==> src/rtl/div_sequencer_pkg.sv <==
// Shared constants and state encoding for the multicycle signed divider.
package div_sequencer_pkg;

  // Operand, quotient and remainder width.
  localparam int WIDTH = 32;

  // Width of the iteration counter.
  localparam int CW = $clog2(WIDTH) + 1;

  // Counter value on the final subtract/shift step.
  localparam logic [CW-1:0] LAST_COUNT = CW'(WIDTH - 1);

  typedef enum logic [1:0] {
    IDLE  = 2'd0,
    ITER  = 2'd1,
    FIXUP = 2'd2
  } state_e;

endpackage

==> src/rtl/div_sequencer_twos_negate.sv <==
// Two's complement negation: the bitwise inverter feeding a +1 incrementer.
module twos_negate #(
  parameter int W = 32
) (
  input  logic [W-1:0] x,
  output logic [W-1:0] y
);

  // Invert every bit, then add one.
  always_comb begin
    y = ~x + W'(1);
  end

endmodule

==> src/rtl/div_sequencer.sv <==
// Multicycle signed restoring divider: one quotient bit per clock,
// sign correction on entry and exit, fixed latency from start to result.
module div_sequencer
  import div_sequencer_pkg::*;
(
  input  logic             clock,
  input  logic             reset_n,
  input  logic             ctrl_div,
  input  logic [WIDTH-1:0] data_operandA,
  input  logic [WIDTH-1:0] data_operandB,
  output logic [WIDTH-1:0] data_result,
  output logic             data_exception,
  output logic             data_resultRDY
);

  state_e            state_q, state_d;
  logic [CW-1:0]     count_q, count_d;
  logic [WIDTH-1:0]  q_q, q_d;
  logic [WIDTH-1:0]  d_q, d_d;
  logic [WIDTH-1:0]  r_q, r_d;
  logic              sign_q, sign_d;
  logic              zero_div_q, zero_div_d;
  logic [WIDTH-1:0]  result_q, result_d;
  logic              exc_q, exc_d;
  logic              rdy_q, rdy_d;

  logic [WIDTH-1:0]  neg_a, neg_b, neg_q;
  logic [WIDTH-1:0]  abs_a, abs_b;
  logic [WIDTH:0]    trial;

  twos_negate #(.W(WIDTH)) u_neg_a (.x(data_operandA), .y(neg_a));
  twos_negate #(.W(WIDTH)) u_neg_b (.x(data_operandB), .y(neg_b));
  twos_negate #(.W(WIDTH)) u_neg_q (.x(q_q),           .y(neg_q));

  // Magnitudes of the operands and the trial subtraction for one step.
  always_comb begin
    abs_a = data_operandA[WIDTH-1] ? neg_a : data_operandA;
    abs_b = data_operandB[WIDTH-1] ? neg_b : data_operandB;
    trial = {r_q, q_q[WIDTH-1]} - {1'b0, d_q};
  end

  // State register plus all datapath and output flops.
  always_ff @(posedge clock or negedge reset_n) begin
    if (!reset_n) begin
      state_q    <= IDLE;
      count_q    <= '0;
      q_q        <= '0;
      d_q        <= '0;
      r_q        <= '0;
      sign_q     <= 1'b0;
      zero_div_q <= 1'b0;
      result_q   <= '0;
      exc_q      <= 1'b0;
      rdy_q      <= 1'b0;
    end else begin
      state_q    <= state_d;
      count_q    <= count_d;
      q_q        <= q_d;
      d_q        <= d_d;
      r_q        <= r_d;
      sign_q     <= sign_d;
      zero_div_q <= zero_div_d;
      result_q   <= result_d;
      exc_q      <= exc_d;
      rdy_q      <= rdy_d;
    end
  end

  // Next state: a start pulse always wins, otherwise iterate then fix up once.
  always_comb begin
    state_d = state_q;
    if (ctrl_div) begin
      state_d = ITER;
    end else begin
      case (state_q)
        IDLE:    state_d = IDLE;
        ITER:    state_d = (count_q == LAST_COUNT) ? FIXUP : ITER;
        FIXUP:   state_d = IDLE;
        default: state_d = IDLE;
      endcase
    end
  end

  // Operand capture on start, one restoring subtract/shift step per ITER cycle.
  always_comb begin
    count_d    = count_q;
    q_d        = q_q;
    d_d        = d_q;
    r_d        = r_q;
    sign_d     = sign_q;
    zero_div_d = zero_div_q;
    if (ctrl_div) begin
      q_d        = abs_a;
      d_d        = abs_b;
      r_d        = '0;
      count_d    = '0;
      sign_d     = data_operandA[WIDTH-1] ^ data_operandB[WIDTH-1];
      zero_div_d = (data_operandB == '0);
    end else if (state_q == ITER) begin
      if (!trial[WIDTH]) begin
        r_d = trial[WIDTH-1:0];
        q_d = {q_q[WIDTH-2:0], 1'b1};
      end else begin
        r_d = {r_q[WIDTH-2:0], q_q[WIDTH-1]};
        q_d = {q_q[WIDTH-2:0], 1'b0};
      end
      count_d = count_q + CW'(1);
    end
  end

  // Outputs: publish the signed quotient and a one-cycle ready pulse from FIXUP.
  always_comb begin
    result_d = result_q;
    exc_d    = exc_q;
    rdy_d    = 1'b0;
    if (ctrl_div) begin
      exc_d = 1'b0;
    end else if (state_q == FIXUP) begin
      result_d = zero_div_q ? '0 : (sign_q ? neg_q : q_q);
      exc_d    = zero_div_q;
      rdy_d    = 1'b1;
    end
  end

  assign data_result    = result_q;
  assign data_exception = exc_q;
  assign data_resultRDY = rdy_q;

endmodule
==> config.mk <==
export PLATFORM = sky130hd
export DESIGN_NAME = div_sequencer
export DESIGN_NICKNAME = d
export VERILOG_FILES = /design/src/rtl/div_sequencer_pkg.sv /design/src/rtl/div_sequencer_twos_negate.sv /design/src/rtl/div_sequencer.sv
export SDC_FILE = /design/constraint.sdc
export NUM_CORES = 1
export LEC_CHECK = 0
export ABC_AREA = 1
export BUFFER_PORTS_ARGS = -buffer_cell sky130_fd_sc_hd__clkbuf_2
export CORE_ASPECT_RATIO = 0.5
export CORE_MARGIN = 2
export CORE_UTILIZATION = 48
export CTS_CLUSTER_SIZE = 8
export DETAILED_ROUTE_END_ITERATION = 12
export PLACE_DENSITY_LB_ADDON = 0.15
export SYNTH_ARGS = -nofsm -noshare
export SYNTH_HDL_FRONTEND = slang
export SYNTH_SLANG_ARGS = --single-unit
==> constraint.sdc <==
create_clock -name clock -period 2.58 [get_ports clock]
set_clock_uncertainty 0.15 [all_clocks]
set_input_delay 0 -clock clock [delete_from_list [all_inputs] [get_ports clock]]
set_output_delay 0 -clock clock [all_outputs]
set_load 0.02 [all_outputs]
; ---- Yosys cells after proc, flatten, opt, wreduce, memory -nomap -nowiden
; Cells that the tools add are included.
[word_totals]
register_bits = 140
in_bits = 67
output_inout_bits = 34
word_cells = 46
[classes]
addsub = 5
n_eq_ne = 3
n_mux = 19
n_bitwise = 5
reduce_logical = 4
[op_table]
columns = op, n
row1 = two-way mux 32 bit, 9
row2 = "adder 32 x 1 -> 32 bit, second input constant", 3
row3 = inverter 32 bit, 3
row4 = subtractor 33 x 32 -> 33 bit, 1
row5 = zero test 32 bit, 1
row6 = two-way mux 6 bit, 2
row7 = "adder 6 x 1 -> 6 bit, second input constant", 1
row8 = "== test 6 x 5 -> 1 bit, second input constant", 1
row9 = two-way mux 2 bit, 3
row10 = two-way mux 1 bit, 5
row11 = nonzero test 2 bit, 2
row12 = "== test 2 x 1 -> 1 bit, second input constant", 1
row13 = "== test 2 bit, second input constant", 1
row14 = AND reduction 2 bit, 1
row15 = inverter 1 bit, 1
row16 = bitwise XOR 1 bit, 1

; ---- Logic depth before layout (Yosys ltp)
[logic_depth]
depth_word = 4
mapped_depth = 19

; ---- Modules after synthesis
; From an unflattened synthesis, not the netlist that was laid out.
[unflattened]
hier_cells = 2013
hier_area_um2 = 12429.4
[by_module_without_submodules]
columns = mod, n_inst, cells_each, area_per_inst_um2, seq_area_each_um2
row1 = div_sequencer, 1, 1452, 9700.6, 3503.4
row2 = twos_negate, 3, 187, 909.6, 0.0

; ---- Worst setup path after synthesis
; Ideal clock, no wire load.
[synth_timing]
path_kind = flip-flop to flip-flop
startpoint = reg q_q[31]
endpoint = reg r_q[11]
setup_ns = 0.116
arrival_ns = 2.146
slack_ns = 0.169
path_stages_with_launch = 19
n_path_buf = 2
period_less_slack_ns = 2.411
path_cell_list = dfrtp_1 > inv_1 > ha_1 > inv_1 > fa_1 > nand2_1 > nand2_1 > nand3_1 > nand2_1 > nand2_1 > nand2_2 > nand2_4 > nand3_4 > nand2_4 > buf_8 > buf_12 > nand2_2 > nand3_2 > nand2_2
[synth_via]
elab_chain_len = 4
[synth_rtl]
columns = item, line_no
row1 = "start, declared", div_sequencer.sv:18  ; logic [WIDTH-1:0] q_q, q_d;
row2 = "start signal, assigned", div_sequencer.sv:58  ; q_q <= q_d;
row3 = subtractor 33 x 32 -> 33 bit, div_sequencer.sv:39  ; trial = {r_q, q_q[WIDTH-1]} - {1'b0, d_q};
row4 = two-way mux 32 bit, div_sequencer.sv:100  ; if (!trial[WIDTH]) begin
row5 = two-way mux 32 bit, div_sequencer.sv:99  ; end else if (state_q == ITER) begin
row6 = two-way mux 32 bit, div_sequencer.sv:92  ; if (ctrl_div) begin
row7 = "end signal, assigned", div_sequencer.sv:60  ; r_q <= r_d;
row8 = "end, declared", div_sequencer.sv:20  ; logic [WIDTH-1:0] r_q, r_d;
; Every way passes these cells. The select of a mux whose other input is x is not followed.
; A chain may end at the register's enable or synchronous reset.

; ---- Final worst setup path
[layout_timing]
startpoint = in data_operandB[5]
endpoint = reg zero_div_q
[layout_via]
elab_chain_len = 1
[layout_rtl]
columns = item, line_no
row1 = "start, declared", div_sequencer.sv:10  ; input logic [WIDTH-1:0] data_operandB,
row2 = zero test 32 bit, div_sequencer.sv:98  ; zero_div_d = (data_operandB == '0);
row3 = "end signal, assigned", div_sequencer.sv:62  ; zero_div_q <= zero_div_d;
row4 = "end, declared", div_sequencer.sv:22  ; logic zero_div_q, zero_div_d;
; Every way passes these cells.

==> impl_metrics.ini <==
[placed_design]
numPortBuffers = 100
hpwl_um = 25400
gp_congestion = 0.941
placed_area_um2 = 12100

[sta]
setup_violations = 0
slew_viol_final = 0
finalHoldViolCount = 0
timing.fmax_mhz = 389
fin_tns_setup_ps = 0
fin_crit_sh_pct = 99.7
slew_headroom_pct = 56.5
worstMarginPinSlew_ps = 653
min_period_ps = 2570

[worst_setup_path]
r2r-start = d_q[21]
slowest_stage = dlygate4sd3_1
path_cells = dlygate4sd3_1, clkbuf_2, nor2_2, nand4_1, nor2_2, nand2_1, inv_1, nand3_1, nor3_2, nand3_1, dlygate4sd3_1, o21ai_0
required_ps = 2800
critical_path_buf_inv_count = 4
crit_arrival_ps = 2800
r2r_setup_slack_ps = 110
cp-start-kind = primary input
worstPathMaxFanout = 5
worstSetupEndpointType = register
critPathMaxStageDelay_ps = 570
rr_worst_depth = 13
timing_worst_setup_path_type = in2reg
r2r-end = r_q[24]
critical_path.top_delay_family = buffers and inverters

[clock_network]
clock_sinks = 140
clock_latency_ps = 450
htreeDepth = 4
clockBufferDepth = 2
cts_tree = yes
root_buffer = clkbuf_16
cts_buffers = 17
path_clk_slew_ps = 60

[floorplan]
die_height_um = 111
dieArea_um2 = 24300
die_x_um = 219
rows = 39
core_region_area_um2 = 22700
start_util_pct = 48.7
boundaryPins = 101

[detailed_routing]
drt_first_pass_iters = 6
viasPerCell = 5.14
vias = 11700
ant_nets = 0
drc = 0
drt_first_iter_violations = 1051
wl_um = 35000
wire_per_inst_um = 15.4

[synth]
ys_types = 50
synth_top_area_share_pct = 31.7
ys_warn_count = 0
yosysMostFrequentCell = nand2_1
yosysTopAreaCell = dfrtp_1
synth_fp_nets = 1842
ys_seq_elements = 140
async_reset_ff_share_pct = 100
synth_common_cells = nand2_1 (561), inv_1 (287), nand3_1 (155)
netlist_instances = 1738
synthesis.area_um2 = 11100
seq_area_frac_synth_pct = 31.7
syn_area_per_cell_um2 = 6.36
synthFlopType = dfrtp_1
synth-edff-count = 0
ys_top_cells_by_area = dfrtp_1 (32%), nand2_1 (19%), inv_1 (9.7%)

[power]
power_leakage_nw = 7.38
power_density_nw_per_um2 = 814
ir_worst_vdd_mv = 0.448

[min_path]
whs_endpoint = q_q[15]
hold_depth = 5
hp-start = data_operandA[31]
hp-class = in2reg

[global_routing]
antenna_found_initial = 0
grt_pass1_wl_um = 56000
grt_pass1_vias = 11000
grtUsageTotal_pct = 29.2
grt-ovfl-total = 0
grt_max_degree = 65

[cells_and_area]
drive_gt1_share_pct = 14.1
antenna_cells = 0
final_cell_area_um2 = 13900
syn_to_final_growth_pct = 25.7
finalNetCount = 2058
final_util_pct = 61.2

[flow_run]
drv_cap = 0

[status]
status = finished clean
==> cell usage in the layout, fill, tap and decap left out, types with 6 or more instances in the layout <==
master and count:
dlygate4sd3_1 98, inv_1 282, o211ai_1 6, nand3_2 15
o21ai_0 98, nor3_1 23, clkbuf_16 19, nor2_2 8
o221ai_1 18, clkbuf_2 99, nand4_1 21, a21oi_1 49
ha_1 31, o31ai_1 6, buf_4 37, inv_2 15
nor2_1 126, o22ai_1 8, dfrtp_1 140, nand2_1 552
xnor2_1 18, nand3_1 149, a31oi_1 7, xor2_1 22
nand2_2 29
==> per-stage QoR <==
step | worst slack, ps | std cells | hold WS, ps | total power, mW
floorplan | 169 | 1738 | -446 | 6.73
detailed placement | 59.8 | 2136 | -104 | 8.24
global route | -57.4 | 2274 | 57.3 | 12.2
finish | 8.60 | 2274 | 33.8 | 11.3
CTS | 43.4 | 2266 | 3.81 | 10.7
global placement | 129 | 2136 | -116 | 8.22
==> flip-flops by register name, indices dropped and copies added (netlist names), 2 cells and up <==
register	cells
count_q	6
q_q	32
r_q	32
state_q	2
d_q	32
data_result	32
==> repair_timing <==
item | 4_1_cts | 5_1_grt
setup buffers | 0 | 5
setup endpoints to repair | 0 | 43
resized for setup | 0 | 46
endpoints found under the hold margin | 206 | 0
hold buffers | 98 | 0
==> logic make-up after synthesis <==
| family | synth area share [%] |
|---|---|
| flip-flops | 31.7 |
| buffers and inverters | 12.2 |
| XOR/XNOR | 3.17 |
| adder cells (fa/ha/maj) | 4.26 |
| AND/OR/NAND/NOR | 37.4 |
| AO/OA/AOI/OAI | 11.3 |
==> final cells by class <==
| class | count | area, µm² |
|---|---|---|
| Clock buffer | 20 | 457 |
| Clock inverter | 12 | 88.8 |
| Fill cell | 2175 | 8800 |
| Inverter | 301 | 1130 |
| Multi-Input combinational cell | 1252 | 6410 |
| Sequential cell | 140 | 3500 |
| Tap cell | 307 | 384 |
| Timing Repair Buffer | 242 | 1920 |
==> worst reg2reg max path: stages (launching register included) <==
cell,delay (ps)
dfrtp_1,360
inv_1,130
ha_1,310
nand2_1,90
nand2_1,100
a21oi_2,190
nand2_2,110
a21oi_4,260
nand3_2,170
nand2_8,130
clkbuf_16,180
nand2_1,70
nand3_1,80
nand2_1,50
==> where the power goes <==
part           internal (mW)  total (mW)  switching (mW)  leakage, nW
combinational           2.35        6.13            3.79         5.34
clock                   1.29        2.36            1.08        0.265
sequential              2.52        2.80           0.282         1.77
total                   6.15        11.3            5.14         7.38
==> worst max-delay path by stage <==
stage	endpoint	depth (start not counted)	slack (ps)	startpoint
floorplan	r_q[11]	18	170	q_q[31]
global placement	r_q[27]	17	130	q_q[31]
detailed placement	r_q[10]	17	60	q_q[31]
CTS	r_q[10]	17	40	q_q[31]
global route	zero_div_q	12	-60	data_operandB[5]
finish	zero_div_q	12	9	data_operandB[5]
==> per-layer routing <==
layer  wire (µm)  part of all wire (%)  track usage, %  vias up
li1            -                     -               -     5938
met2       15100                    43            45.1      412
met1       16700                    48            41.4     5275
met4         900                   2.6            9.75        0
met5           0                     0               0        -
met3        2270                   6.5            4.80       64
Power figures use the tool's default switching activity.
